--- src/rtl/lsu_pkg.sv ---
// Shared definitions for the load/store initiator: funct3 codes, access sizes,
// fault causes and controller state encoding.
package lsu_pkg;

  localparam logic [2:0] F3_LB  = 3'b000;
  localparam logic [2:0] F3_LH  = 3'b001;
  localparam logic [2:0] F3_LW  = 3'b010;
  localparam logic [2:0] F3_LBU = 3'b100;
  localparam logic [2:0] F3_LHU = 3'b101;
  localparam logic [2:0] F3_SB  = 3'b000;
  localparam logic [2:0] F3_SH  = 3'b001;
  localparam logic [2:0] F3_SW  = 3'b010;

  typedef enum logic [1:0] {
    SIZE_BYTE = 2'b00,
    SIZE_HALF = 2'b01,
    SIZE_WORD = 2'b10,
    SIZE_RSVD = 2'b11
  } mem_size_e;

  typedef enum logic [1:0] {
    CAUSE_NONE       = 2'b00,
    CAUSE_MISALIGNED = 2'b01,
    CAUSE_ACCESS     = 2'b10,
    CAUSE_ILLEGAL    = 2'b11
  } cause_e;

  typedef enum logic [1:0] {
    S_IDLE  = 2'b00,
    S_ISSUE = 2'b01,
    S_WAIT  = 2'b10,
    S_RESP  = 2'b11
  } state_e;

  // Reserved size only occurs with an illegal funct3, so its byte count is moot.
  function automatic logic [2:0] size_bytes(mem_size_e size);
    case (size)
      SIZE_BYTE: size_bytes = 3'd1;
      SIZE_HALF: size_bytes = 3'd2;
      default:   size_bytes = 3'd4;
    endcase
  endfunction

endpackage

--- src/rtl/lsu_ctrl_if.sv ---
// Core request/response handshake plus data-memory strobes of the load/store
// initiator; the controller is the slave, the core/memory environment the master.
interface lsu_ctrl_if;

  logic        req_valid;
  logic        req_ready;
  logic        req_is_store;
  logic [2:0]  req_funct3;
  logic [31:0] req_base;
  logic [31:0] req_offset;
  logic [31:0] req_wdata;
  logic [4:0]  req_rd;

  logic        resp_valid;
  logic        resp_ready;
  logic [31:0] resp_rdata;
  logic [4:0]  resp_rd;
  logic        resp_fault;
  logic [1:0]  resp_cause;
  logic [31:0] resp_addr;

  logic [31:0] mem_addr;
  logic [31:0] mem_wdata;
  logic        mem_read;
  logic        mem_write;
  logic [1:0]  mem_size;
  logic        mem_is_signed;
  logic [31:0] mem_rdata;

  modport master (
    output req_valid, req_is_store, req_funct3, req_base, req_offset, req_wdata, req_rd,
    input  req_ready,
    input  resp_valid, resp_rdata, resp_rd, resp_fault, resp_cause, resp_addr,
    output resp_ready,
    input  mem_addr, mem_wdata, mem_read, mem_write, mem_size, mem_is_signed,
    output mem_rdata
  );

  modport slave (
    input  req_valid, req_is_store, req_funct3, req_base, req_offset, req_wdata, req_rd,
    output req_ready,
    output resp_valid, resp_rdata, resp_rd, resp_fault, resp_cause, resp_addr,
    input  resp_ready,
    output mem_addr, mem_wdata, mem_read, mem_write, mem_size, mem_is_signed,
    input  mem_rdata
  );

endinterface

--- src/rtl/lsu_access_check.sv ---
// Combinational decode of a load/store: access size, signedness and the
// prioritised fault cause (illegal > misaligned > out of range).
module lsu_access_check
  import lsu_pkg::*;
#(
  parameter int unsigned MEMORY_SIZE_BYTES = 1024
) (
  input  logic [2:0]  funct3,
  input  logic        is_store,
  input  logic [31:0] addr,
  output mem_size_e   size,
  output logic        is_signed,
  output logic        fault,
  output cause_e      cause
);

  logic        illegal;
  logic        misaligned;
  logic        out_of_range;
  logic [32:0] end_addr;

  assign size      = mem_size_e'(funct3[1:0]);
  assign is_signed = !funct3[2];

  // NOTE: every combinational output gets a default before the case so no latch is inferred.
  always_comb begin
    illegal = 1'b1;
    if (is_store) begin
      case (funct3)
        F3_SB, F3_SH, F3_SW: illegal = 1'b0;
        default:             illegal = 1'b1;
      endcase
    end else begin
      case (funct3)
        F3_LB, F3_LH, F3_LW, F3_LBU, F3_LHU: illegal = 1'b0;
        default:                             illegal = 1'b1;
      endcase
    end
  end

  assign misaligned = ((size == SIZE_HALF) && addr[0]) ||
                      ((size == SIZE_WORD) && (addr[1:0] != 2'b00));

  // One extra bit so an access running past 2^32 still registers as out of range.
  assign end_addr     = {1'b0, addr} + 33'(size_bytes(size));
  assign out_of_range = end_addr > 33'(MEMORY_SIZE_BYTES);

  always_comb begin
    cause = CAUSE_NONE;
    if (illegal)           cause = CAUSE_ILLEGAL;
    else if (misaligned)   cause = CAUSE_MISALIGNED;
    else if (out_of_range) cause = CAUSE_ACCESS;
  end

  assign fault = (cause != CAUSE_NONE);

endmodule

--- src/rtl/lsu_ctrl.sv ---
// Load/store initiator: accepts one core request, checks it, strobes data_mem
// for one cycle and returns load data or a fault through a valid/ready response.
module lsu_ctrl
  import lsu_pkg::*;
#(
  parameter int unsigned MEMORY_SIZE_BYTES = 1024
) (
  input logic       clk,
  input logic       rst,
  lsu_ctrl_if.slave bus
);

  state_e      state_q, state_d;
  logic        accept;
  logic [31:0] eff_addr;

  mem_size_e   chk_size;
  logic        chk_signed;
  logic        chk_fault;
  cause_e      chk_cause;

  logic        is_store_q;
  logic [31:0] addr_q;
  logic [4:0]  rd_q;
  logic        fault_q;
  cause_e      cause_q;
  logic [31:0] rdata_q;
  logic [31:0] mem_addr_q;
  logic [31:0] mem_wdata_q;
  mem_size_e   mem_size_q;
  logic        mem_signed_q;

  assign eff_addr = bus.req_base + bus.req_offset;
  assign accept   = bus.req_valid && bus.req_ready;

  lsu_access_check #(
    .MEMORY_SIZE_BYTES (MEMORY_SIZE_BYTES)
  ) u_check (
    .funct3    (bus.req_funct3),
    .is_store  (bus.req_is_store),
    .addr      (eff_addr),
    .size      (chk_size),
    .is_signed (chk_signed),
    .fault     (chk_fault),
    .cause     (chk_cause)
  );

  // NOTE: sequential state is updated with non-blocking assignments only.
  always_ff @(posedge clk or posedge rst) begin
    if (rst) state_q <= S_IDLE;
    else     state_q <= state_d;
  end

  // Strobes decode straight from the state so an async reset drops them at once.
  always_comb begin
    state_d       = state_q;
    bus.req_ready = 1'b0;
    bus.resp_valid = 1'b0;
    bus.mem_read  = 1'b0;
    bus.mem_write = 1'b0;
    case (state_q)
      S_IDLE: begin
        bus.req_ready = 1'b1;
        if (bus.req_valid) state_d = chk_fault ? S_RESP : S_ISSUE;
      end
      S_ISSUE: begin
        bus.mem_read  = !is_store_q;
        bus.mem_write = is_store_q;
        state_d       = is_store_q ? S_RESP : S_WAIT;
      end
      S_WAIT: state_d = S_RESP;
      S_RESP: begin
        bus.resp_valid = 1'b1;
        if (bus.resp_ready) state_d = S_IDLE;
      end
      default: state_d = S_IDLE;
    endcase
  end

  always_ff @(posedge clk or posedge rst) begin
    if (rst) begin
      is_store_q   <= 1'b0;
      addr_q       <= '0;
      rd_q         <= '0;
      fault_q      <= 1'b0;
      cause_q      <= CAUSE_NONE;
      rdata_q      <= '0;
      mem_addr_q   <= '0;
      mem_wdata_q  <= '0;
      mem_size_q   <= SIZE_BYTE;
      mem_signed_q <= 1'b0;
    end else begin
      if (accept) begin
        is_store_q <= bus.req_is_store;
        addr_q     <= eff_addr;
        rd_q       <= bus.req_rd;
        fault_q    <= chk_fault;
        cause_q    <= chk_cause;
        rdata_q    <= '0;
        // Memory-side outputs only move for accesses that will actually issue.
        if (!chk_fault) begin
          mem_addr_q   <= eff_addr;
          mem_wdata_q  <= bus.req_wdata;
          mem_size_q   <= chk_size;
          mem_signed_q <= chk_signed;
        end
      end
      if (state_q == S_WAIT) rdata_q <= bus.mem_rdata;
    end
  end

  assign bus.resp_rdata    = rdata_q;
  assign bus.resp_rd       = rd_q;
  assign bus.resp_fault    = fault_q;
  assign bus.resp_cause    = cause_q;
  assign bus.resp_addr     = addr_q;
  assign bus.mem_addr      = mem_addr_q;
  assign bus.mem_wdata     = mem_wdata_q;
  assign bus.mem_size      = mem_size_q;
  assign bus.mem_is_signed = mem_signed_q;

endmodule

--- src/flat_wrapper.sv ---
// flat-port wrapper written by rule: the top's interface ports become plain ports
module lsu_ctrl_flat import lsu_pkg::*;
#(
  parameter int unsigned MEMORY_SIZE_BYTES = 1024
)
  (clk, rst, bus_req_valid, bus_req_is_store, bus_req_funct3, bus_req_base, bus_req_offset, bus_req_wdata, bus_req_rd, bus_req_ready, bus_resp_valid, bus_resp_rdata, bus_resp_rd, bus_resp_fault, bus_resp_cause, bus_resp_addr, bus_resp_ready, bus_mem_addr, bus_mem_wdata, bus_mem_read, bus_mem_write, bus_mem_size, bus_mem_is_signed, bus_mem_rdata);
  lsu_ctrl_if bus_i ();
  input logic clk;
  input logic rst;
  input wire logic [$bits(bus_i.req_valid)-1:0] bus_req_valid;
  input wire logic [$bits(bus_i.req_is_store)-1:0] bus_req_is_store;
  input wire logic [$bits(bus_i.req_funct3)-1:0] bus_req_funct3;
  input wire logic [$bits(bus_i.req_base)-1:0] bus_req_base;
  input wire logic [$bits(bus_i.req_offset)-1:0] bus_req_offset;
  input wire logic [$bits(bus_i.req_wdata)-1:0] bus_req_wdata;
  input wire logic [$bits(bus_i.req_rd)-1:0] bus_req_rd;
  output wire logic [$bits(bus_i.req_ready)-1:0] bus_req_ready;
  output wire logic [$bits(bus_i.resp_valid)-1:0] bus_resp_valid;
  output wire logic [$bits(bus_i.resp_rdata)-1:0] bus_resp_rdata;
  output wire logic [$bits(bus_i.resp_rd)-1:0] bus_resp_rd;
  output wire logic [$bits(bus_i.resp_fault)-1:0] bus_resp_fault;
  output wire logic [$bits(bus_i.resp_cause)-1:0] bus_resp_cause;
  output wire logic [$bits(bus_i.resp_addr)-1:0] bus_resp_addr;
  input wire logic [$bits(bus_i.resp_ready)-1:0] bus_resp_ready;
  output wire logic [$bits(bus_i.mem_addr)-1:0] bus_mem_addr;
  output wire logic [$bits(bus_i.mem_wdata)-1:0] bus_mem_wdata;
  output wire logic [$bits(bus_i.mem_read)-1:0] bus_mem_read;
  output wire logic [$bits(bus_i.mem_write)-1:0] bus_mem_write;
  output wire logic [$bits(bus_i.mem_size)-1:0] bus_mem_size;
  output wire logic [$bits(bus_i.mem_is_signed)-1:0] bus_mem_is_signed;
  input wire logic [$bits(bus_i.mem_rdata)-1:0] bus_mem_rdata;
  assign bus_i.req_valid = bus_req_valid;
  assign bus_i.req_is_store = bus_req_is_store;
  assign bus_i.req_funct3 = bus_req_funct3;
  assign bus_i.req_base = bus_req_base;
  assign bus_i.req_offset = bus_req_offset;
  assign bus_i.req_wdata = bus_req_wdata;
  assign bus_i.req_rd = bus_req_rd;
  assign bus_req_ready = bus_i.req_ready;
  assign bus_resp_valid = bus_i.resp_valid;
  assign bus_resp_rdata = bus_i.resp_rdata;
  assign bus_resp_rd = bus_i.resp_rd;
  assign bus_resp_fault = bus_i.resp_fault;
  assign bus_resp_cause = bus_i.resp_cause;
  assign bus_resp_addr = bus_i.resp_addr;
  assign bus_i.resp_ready = bus_resp_ready;
  assign bus_mem_addr = bus_i.mem_addr;
  assign bus_mem_wdata = bus_i.mem_wdata;
  assign bus_mem_read = bus_i.mem_read;
  assign bus_mem_write = bus_i.mem_write;
  assign bus_mem_size = bus_i.mem_size;
  assign bus_mem_is_signed = bus_i.mem_is_signed;
  assign bus_i.mem_rdata = bus_mem_rdata;
  lsu_ctrl #(.MEMORY_SIZE_BYTES(MEMORY_SIZE_BYTES)) u_core (.clk(clk), .rst(rst), .bus(bus_i));
endmodule
--- config.mk ---
export PLATFORM = sky130hd
export DESIGN_NAME = lsu_ctrl_flat
export DESIGN_NICKNAME = d
export VERILOG_FILES = /design/src/rtl/lsu_pkg.sv /design/src/rtl/lsu_ctrl_if.sv /design/src/rtl/lsu_access_check.sv /design/src/rtl/lsu_ctrl.sv /design/src/flat_wrapper.sv
export SDC_FILE = /design/constraint.sdc
export NUM_CORES = 1
export LEC_CHECK = 0
export BUFFER_PORTS_ARGS = -buffer_cell sky130_fd_sc_hd__buf_2
export CAP_MARGIN = 5
export CORE_ASPECT_RATIO = 1.5
export CORE_MARGIN = 5
export CORE_UTILIZATION = 40
export CTS_CLUSTER_DIAMETER = 60
export DETAILED_ROUTE_END_ITERATION = 16
export MAX_ROUTING_LAYER = met4
export PLACE_DENSITY = 0.65
export SLEW_MARGIN = 20
export SYNTH_ARGS = -nofsm -noshare
export SYNTH_HDL_FRONTEND = slang
export SYNTH_SLANG_ARGS = --single-unit
--- constraint.sdc ---
create_clock -name clk -period 6.35 [get_ports clk]
set_input_delay 0.9525 -clock clk [delete_from_list [all_inputs] [get_ports clk]]
set_output_delay 0.9525 -clock clk [all_outputs]
set_load 0.005 [all_outputs]
# Yosys cells after proc, flatten, opt, wreduce, memory -nomap -nowiden
# Index checks and enable logic that the tools add are counted.
# W data, S select, Z words.
totals:
  ff_bits: 142
  in_bits: 141
  out_inout_bits: 143
  word_cells: 60
op_classes:
  addsub: 2
  n_lt_le_gt_ge: 1
  eq_ne: 11
  n_mux: 18
  n_bitwise: 1
  n_reduce_logical: 16
op_table:
  columns: ["operator", "n"]
  rows:
  - ["$mux W32", 2]
  - ["$add A32 B3 Y33", 1]
  - ["$gt A33 B11 Y1 const B", 1]
  - ["$add A32 B32 Y32", 1]
  - ["$mux W2", 6]
  - ["$mux W1", 8]
  - ["$pmux W2 S4", 1]
  - ["$eq A2 B2 Y1 const B", 3]
  - ["$eq A3 B3 Y1 const B", 2]
  - ["$pmux W3 S2", 1]
  - ["$reduce_bool A2 Y1", 3]
  - ["$reduce_or A5 Y1", 1]
  - ["$eq A2 B1 Y1 const B", 2]
  - ["$logic_not A2 Y1", 2]
  - ["$ne A2 B2 Y1 const B", 2]
  - ["$reduce_and A2 Y1", 2]
  - ["$eq A3 B1 Y1 const B", 1]
  - ["$eq A3 B2 Y1 const B", 1]
  - ["$logic_and A1 B1 Y1", 3]
  - ["$logic_not A3 Y1", 1]
  - ["$reduce_or A3 Y1", 1]
  - ["$logic_not A1 Y1", 2]
  - ["$logic_or A1 B1 Y1", 1]
  - ["$not A1 Y1", 1]

# Depth between registers and ports, before layout
# Gate-level depths: netlist of run 1.
logic_depth:
  ltp_word: 11
  depth_mapped: 19

# By module
# A second synthesis of run 1 with hierarchy kept.
unflattened:
  cells_unflattened: 994
  hier_area_um2: 8345.5
by_module_without_submodules:
  columns: ["module", "n_inst", "cells_each", "area_per_inst_um2"]
  rows:
  - ["lsu_ctrl", 1, 864, 7438.4]
  - ["lsu_access_check", 1, 130, 907.1]

# Worst setup path after synthesis of run 1
# No wires, ideal clock.
synth_path:
  kind: "input port to flip-flop"
  start: "input bus_req_offset[0]"
  end: "register u_core.mem_wdata_q[11], in the netlist u_core.bus.mem_wdata[11]"
  t_arrival_ns: 5.122
  path_slack_ns: 1.103
  cell_stages: 16
  path_cell_list: "ha_1 > inv_1 > fa_1 > nand2b_1 > a211oi_4 > o21ai_0 > nand3b_1 > or4b_1 > or3_1 > or4_1 > or3_1 > mux2i_1 > a41oi_1 > nor3_4 > buf_4 > mux2_2"
synth_between:
  elab_chain_cells: 9
synth_lines:
  columns: ["element", "line_no", "source"]
  rows:
  - ["start: declaration", "flat_wrapper.sv:14", "input wire logic [$bits(bus_i.req_offset)-1:0] bus_req_offset;"]
  - ["$add A32 B32 Y32 *", "lsu_ctrl.sv:33", "assign eff_addr = bus.req_base + bus.req_offset;"]
  - ["$add A32 B3 Y33 / $reduce_bool A2 Y1 (equally long branches)", "lsu_access_check.sv:45, lsu_access_check.sv:42", null]
  - ["$gt A33 B11 Y1 / $logic_and A1 B1 Y1 (equally long branches)", "lsu_access_check.sv:46, lsu_access_check.sv:42", null]
  - ["$mux W2 / $logic_or A1 B1 Y1 (equally long branches)", "lsu_access_check.sv:52, lsu_access_check.sv:41", null]
  - ["$mux W2 *", "lsu_access_check.sv:51", "else if (misaligned) cause = CAUSE_MISALIGNED;"]
  - ["$mux W2 *", "lsu_access_check.sv:50", "if (illegal) cause = CAUSE_ILLEGAL;"]
  - ["$reduce_bool A2 Y1 *", "lsu_access_check.sv:55", "assign fault = (cause != CAUSE_NONE);"]
  - ["$not A1 Y1 (no source line) *", null, null]
  - ["$reduce_and A2 Y1 (no source line) *", null, null]
  - ["end signal: assignment", "lsu_ctrl.sv:103", "mem_wdata_q <= bus.req_wdata;"]
  - ["end: declaration", "lsu_ctrl.sv:29", "logic [31:0] mem_wdata_q;"]
# Every way passes the cells marked *; elsewhere a longest branch is shown, timed or not.
# A chain may end at the register's enable or synchronous reset.

# Final worst setup path of run 1
layout_path:
  start: "input bus_req_offset[0]"
  end: "register u_core.mem_wdata_q[27], in the netlist u_core.bus.mem_wdata[27]"
# The elaborated chain is that of the path after synthesis.

==> results of run 1 <==
[per-layer routing]
layer	part of all wire (%)	track usage, %
met1	41	25.8
met2	52	36.6
met3	4.0	2.80
met4	2.7	8.12
met5	0	-
[cell type report]
class	instances	area [um2]	area share (%)
diodes	2	5.00	0.0480
clock buffers	20	457	4.38
clock inverters	12	124	1.19
inverters	15	61.3	0.588
multi-input cells	664	4400	42.3
flip-flops and latches	142	3550	34.1
well taps	264	330	3.17
repair buffers	291	1490	14.3
[cell families after synthesis]
kind of cell / synth area share, %
mux: 9.06
simple gates: 18.3
xor+xnor: 2.85
fa+ha+maj: 6.28
buf+inv: 3.08
compound gates: 17.1
flops: 43.3
[state kept, by name, indices dropped and copies added (netlist names), 2 cells and up]
name and count:
u_core.bus.resp_cause 2, u_core.bus.mem_wdata 32, u_core.bus.mem_size 2, u_core.state_q 2
u_core.bus.resp_addr 32, u_core.bus.mem_addr 32, u_core.bus.resp_rdata 32, u_core.bus.resp_rd 5
[layout by cell type (no fill, tap or decap), types with 15 or more instances in the layout]
master,Yosys,final
nand4_1,17,17
buf_2,6,283
o21ai_0,80,80
mux2_1,16,16
nor2b_1,28,28
ha_1,38,38
nand2_1,133,132
clkbuf_16,0,17
dfrtp_1,142,142
nor2_1,48,48
o211ai_1,15,15
a21oi_1,44,44
nor3_1,18,18
mux2_2,42,42
[critical path, stage by stage]
cell	delay, ns
buf_2	0.08
ha_1	0.19
inv_1	0.07
fa_1	0.41
nand2b_1	0.22
a211oi_4	0.40
o21ai_0	0.22
nand3b_1	0.14
or4b_1	0.51
or3_1	0.39
or4_1	0.56
or3_1	0.41
mux2i_1	0.16
a41oi_1	0.12
nor3_4	0.27
buf_12	0.32
mux2_2	0.39
[final timing paths]
kind,start,endpoint,slack (ns),cells after the start
worst min-delay path,u_core.bus.resp_addr[13],u_core.bus.resp_addr[13],0.47,2
worst min register to register,u_core.bus.resp_addr[13],u_core.bus.resp_addr[13],0.47,2
min in group asynchronous,rst,u_core.bus.mem_wdata[5],0.68,2
worst max-delay path,bus_req_offset[0],u_core.bus.mem_wdata[27],0.78,17
worst max register to register,u_core.state_q[1],u_core.bus.mem_wdata[27],3.48,7
max in group asynchronous,rst,u_core.bus.mem_wdata[23],4.41,3
[power by group through the flow]
| stage | clock [uW] | sequential [uW] | combinational [uW] |
|---|---|---|---|
| after floorplan | 0 | 1270 | 625 |
| after global placement | 0 | 1260 | 1130 |
| after detailed placement | 0 | 1260 | 1150 |
| after CTS | 987 | 1250 | 1150 |
| after global routing | 1030 | 1280 | 1270 |
| final | 967 | 1250 | 1130 |
[metrics by stage]
stage / std cells / hold WS, ns / worst slack [ns] / power, uW / instance area, um2
floorplan: 863 / 0.473 / 1.10 / 1890 / 8210
global placement: 1376 / 0.457 / 0.496 / 2380 / 9840
detailed placement: 1376 / 0.469 / 0.399 / 2400 / 9840
CTS: 1408 / 0.481 / 0.814 / 3380 / 10400
global route: 1409 / 0.491 / 0.431 / 3580 / 10400
finish: 1410 / 0.474 / 0.784 / 3350 / 10400
==> impl_results.md, run 1 <==
* Initial antenna violation count at 1
* Antenna Nets Post-Route at 0
* Relative slew slack at 46.0%
* CP Capture Type: register
* Die Y at 185 um
* Final setup viols at 0
* CTS tree: yes
* PortBufs at 283
* Vias at 7544
* Ys Warns at 0
* Top cells by area, synth: dfrtp_1, nand2_1, ha_1, mux2_2, o21ai_0
* CP Data Arrival Time at 5.87 ns
* Top cells by count, synth: dfrtp_1, nand2_1, o21ai_0
* Seq/Total Area, Yosys at 43.3%
* Crit path time final at 5.57 ns
* Mapped cell area at 8210 um2
* Cells after synthesis at 863
* CTS resizes at 0
* Share of cells above drive strength 1 at 33.1%
* Hold-fix buffers, CTS at 0
* Clock latency on the worst-skew pair at 0.42 ns
* Core Util, Final at 51.2%
* Int Pwr at 2160 uW
* Die Area at 23500 um2
* Initial DRC Count at 454
* Worst Path Required at 6.65 ns
* Max-cap violations at 0
* Count of cell types in the netlist at 69
* Dominant synthesized flop cell: dfrtp_1
* Row Count at 64
* Average wire per standard cell at 17.9 um
* Vias in the first global route at 7392
* Initial Utilization at 40.3%
* Outcome: finished, final reports clean
* Top Ports at 284
* Filler cell count at 1966
* Gpl congestion at 0.943
* Skew final at 0.0118 ns
* Clock tree buffer depth at 2
* Area fraction of the dominant cell type after synthesis at 43.3%
* DRC Markers at 0
* Seq pwr share at 37.3%
* Hold Path Class: reg -> reg
* Clk network pwr share at 28.9%
* Routed vias/inst at 5.35
* Avg Cell Area, Syn at 9.51 um2
* EDFF count, synth at 0
* Total track usage at 21.4%
* Post-Syn Nets at 1044
* Post-CTS Setup Inserts at 0
* Pwr/cell area at 321 nW/um2
* RSZ-0062 raised after global routing: no
* Synthesized flop and latch total at 142
* Switching share of power at 35.5%
* Fin crit share at 87.6%
* Nets at 1312
* Worst-path fanout max at 68
* TritonCTS Sinks at 142
* Switch Pwr at 1190 uW
* Die X at 127 um
* Largest net degree at the start of global routing at 92
* Clk slew on worst S/H paths at 0.06 ns
* Clock H-tree levels at 4
* VDD IR-drop max at 0.182 mV
* Worst Path Class, Setup: in -> reg
* Max Freq at 0.180 GHz
* Num CTS Buffers at 17
* Setup_tns at 0 ns
* Area Growth Syn to Fin at 27.0%
* Final wirelength at 25200 um
* Final Max Tran Viols at 0
* Leakage Power at 0.00530 uW
* Hold Vio Cnt, Final at 0
* Count leader, synth: dfrtp_1
* Comb pwr share at 33.8%
* Crit path launch type: primary input
* Synth async-reset ratio at 100%
* Tightest Pin Transition at 0.810 ns
* First-pass GRT wire length at 39200 um
* Pre-antenna DRT Iters at 5
* Root buf cell: clkbuf_16
* Global route overflow at 0
* Leading area contributor after synthesis: dfrtp_1
* Core area at 20300 um2
* HPWL Detailed at 19700 um
No activity file was read; power rests on OpenSTA's default activity.
==> inputs of run 2 (changes only) <==
--- a/config.mk
+++ b/config.mk
@@ -13,7 +13,7 @@
 export CTS_CLUSTER_DIAMETER = 60
 export DETAILED_ROUTE_END_ITERATION = 16
 export MAX_ROUTING_LAYER = met4
-export PLACE_DENSITY = 0.65
+export PLACE_DENSITY = 0.66
 export SLEW_MARGIN = 20
 export SYNTH_ARGS = -nofsm -noshare
 export SYNTH_HDL_FRONTEND = slang
==> run 2 against run 1 <==
Compared with the run above:
- setup slack got worse by 0.0060 ns
- non-clock buffer count increased by 4
- critical path type unchanged
- combinational power hardly changed
- clock power increased by 3.0%
- hold slack gained 0.0060 ns
- global-route usage rose by 0.17 points
- first-iteration DRC count decreased by 18%
- register-to-register slack gained 0.55 ns
- sequential power about the same
- sequential cell count is the same
==> impl_results.md, run 2 (synthesis gave the netlist of run 1 again) <==
* Max-cap violations at 0 (unchanged)
* Dpl cells at 1380 (+0.29%)
* Area Growth Syn to Fin at 27.4%
* RR Startpoint: u_core.state_q[0]
* Max Freq at 0.179 GHz (-0.11%)
* DRC Markers at 0 (unchanged)
* Hold path depth at 2 (unchanged)
* Pre-antenna DRT Iters at 5 (unchanged)
* Crit path depth at 17 (unchanged)
* Crit path max-delay family: simple AND/OR/NAND/NOR gates
* Die Y at 185 um (unchanged)
* Hold-fix buffers, CTS at 0 (unchanged)
* Die X at 127 um (unchanged)
* First-pass GRT wire length at 39500 um (+0.70%)
* Crit path launch type: primary input
* Fin crit share at 87.7% (+0.094 points)
* TritonCTS Sinks at 142 (unchanged)
* Top Ports at 284 (unchanged)
* Post-Layout Cell Count at 1412 (+0.14%)
* CP Capture Type: register
* Min-delay src: u_core.bus.resp_addr[14]
* Routed vias/inst at 5.31 (-0.79%)
* Clock H-tree levels at 4 (unchanged)
* Most frequent cells in the layout: buf_2, dfrtp_1, nand2_1
* Root buf cell: clkbuf_16
* Worst-path fanout max at 68 (unchanged)
* Hold Vio Cnt, Final at 0 (unchanged)
* Multi-input logic area at 4400 um2 (about the same)
* Worst R2R Setup Slack at 4.03 ns (+0.55 ns)
* Core area at 20300 um2 (unchanged)
* Initial DRC Count at 371 (-18%)
* Worst path max stage delay at 0.56 ns (about the same)
* Row Count at 64 (unchanged)
* CP bufs+invs at 3 (unchanged)
* Filler cell count at 1968 (+0.10%)
* R2R depth at 7 (unchanged)
* Relative slew slack at 44.0% (-2.0 points)
* Outcome: finished, final reports clean
* Vias at 7495 (-0.65%)
* Slowest-stage cell, CP: or4_1
* Crit path time final at 5.57 ns (+0.00598 ns)
* Nets at 1316 (+0.30%)
* Clock latency on the worst-skew pair at 0.42 ns (about the same)
* Total track usage at 21.6% (+0.17 points)
* CP Data Arrival Time at 5.87 ns (about the same)
* CTS tree: yes
* Antenna Nets Post-Route at 0 (unchanged)
* Clk slew on worst S/H paths at 0.06 ns (about the same)
* HPWL Detailed at 19900 um (+0.86%)
* Worst Path Required at 6.65 ns (about the same)
* Initial antenna violation count at 0 (-1)
* VDD IR-drop max at 0.228 mV (+25%)
* Initial Utilization at 40.3% (unchanged)
* Die Area at 23500 um2 (unchanged)
* Post-CTS Setup Inserts at 0 (unchanged)
* CTS resizes at 0 (unchanged)
* Average wire per standard cell at 18.0 um (+0.60%)
* Num CTS Buffers at 17 (unchanged)
* Vias in the first global route at 7458 (+0.89%)
* Largest net degree at the start of global routing at 76 (-17%)
* RSZ-0062 raised after global routing: no
* Tightest Pin Transition at 0.840 ns (+0.0300 ns)
* Share of cells above drive strength 1 at 33.3% (+0.15 points)
* Final wirelength at 25400 um (+0.74%)
* Leakage Power at 0.00531 uW (+0.18%)
* Pwr/cell area at 323 nW/um2 (+0.43%)
* Most used cell, CP: or3_1
* Storage cell area at 3550 um2 (unchanged)
* Crit Reg-Reg Endpoint: u_core.bus.mem_wdata[8]
* Final setup viols at 0 (unchanged)
* Gpl congestion at 0.896 (-5.0%)
* PortBufs at 283 (unchanged)
* Final Max Tran Viols at 0 (unchanged)
* End of the worst hold path: u_core.bus.resp_addr[14]
* Core Util, Final at 51.4% (+0.17 points)
* Cell Chain, Critical Path: buf_2 -> ha_1 -> inv_1 -> fa_1 -> nand2b_1 -> a211oi_4 -> o21ai_0 -> nand3b_1 -> or4b_1 -> or3_1 -> or4_1 -> or3_1 -> mux2i_1 -> a41oi_1 -> nor3_4 -> buf_12 -> mux2_2
* Clock tree buffer depth at 2 (unchanged)
* Global route overflow at 0 (unchanged)
* Hold Path Class: reg -> reg
* Commonest non-fill, non-tap cell in the layout: buf_2
* Inserted Diodes at 0 (-2)
* Worst Path Class, Setup: in -> reg
* Skew final at 0.0135 ns (+0.00164 ns)
* Setup_tns at 0 ns (unchanged)
## run 2: changes by cell type in the layout (fill, tap and decap cells not counted)
| cell | previous run | this run |
|---|---|---|
| and2_2 | 1 | 0 |
| inv_8 | 1 | 0 |
| inv_6 | 7 | 3 |
| clkinvlp_4 | 1 | 5 |
| clkinv_2 | 1 | 2 |
| diode_2 | 2 | 0 |
| clkinv_4 | 2 | 1 |
| buf_4 | 7 | 11 |
| bufinv_16 | 1 | 2 |
| and2_1 | 7 | 8 |
## run 2: layer usage
| layer | track usage, % | part of all wire (%) |
|---|---|---|
| met1 | 25.2 | 40 |
| met2 | 37.3 | 53 |
| met3 | 4.24 | 4.8 |
| met4 | 7.00 | 2.5 |
| met5 | - | 0 |
## run 2: layout make-up
type / instances / area share, %
clock inverters: 12 / 1.28
flip-flops and latches: 142 / 34.0
repair buffers: 295 / 14.5
well taps: 264 / 3.16
inverters: 15 / 0.586
clock buffers: 20 / 4.37
multi-input cells: 664 / 42.1
## run 2: through the flow
| step | hold slack, ns | instance area [um2] | setup slack (ns) | power (uW) |
|---|---|---|---|---|
| CTS | 0.482 | 10500 | 0.809 | 3410 |
| floorplan | 0.473 | 8210 | 1.10 | 1890 |
| detailed placement | 0.468 | 9870 | 0.377 | 2400 |
| global placement | 0.459 | 9870 | 0.491 | 2380 |
| global route | 0.502 | 10500 | 0.497 | 3610 |
| finish | 0.480 | 10500 | 0.778 | 3370 |
## run 2: report_power, final
group	internal (uW)	total [uW]	leakage [uW]	switching, uW
clock network	601	996	0.000275	396
logic	465	1130	0.00319	665
registers	1130	1250	0.00184	119
total	2190	3370	0.00531	1180
## run 2: worst min-delay path, stage by stage (launching register included)
cell and delay, ns:
dfrtp_1 0.34, nand2_1 0.04, o21ai_0 0.06
## run 2: worst max path at each step
stage,startpoint,endpoint,slack [ns]
global route,bus_req_offset[0],u_core.bus.mem_wdata[8],0.50
global placement,bus_req_offset[0],u_core.bus.mem_wdata[21],0.49
CTS,bus_req_offset[0],u_core.bus.mem_wdata[8],0.81
floorplan,bus_req_offset[0],u_core.bus.mem_wdata[11],1.10
detailed placement,bus_req_offset[0],u_core.bus.mem_wdata[8],0.38
finish,bus_req_offset[0],u_core.bus.mem_wdata[8],0.78
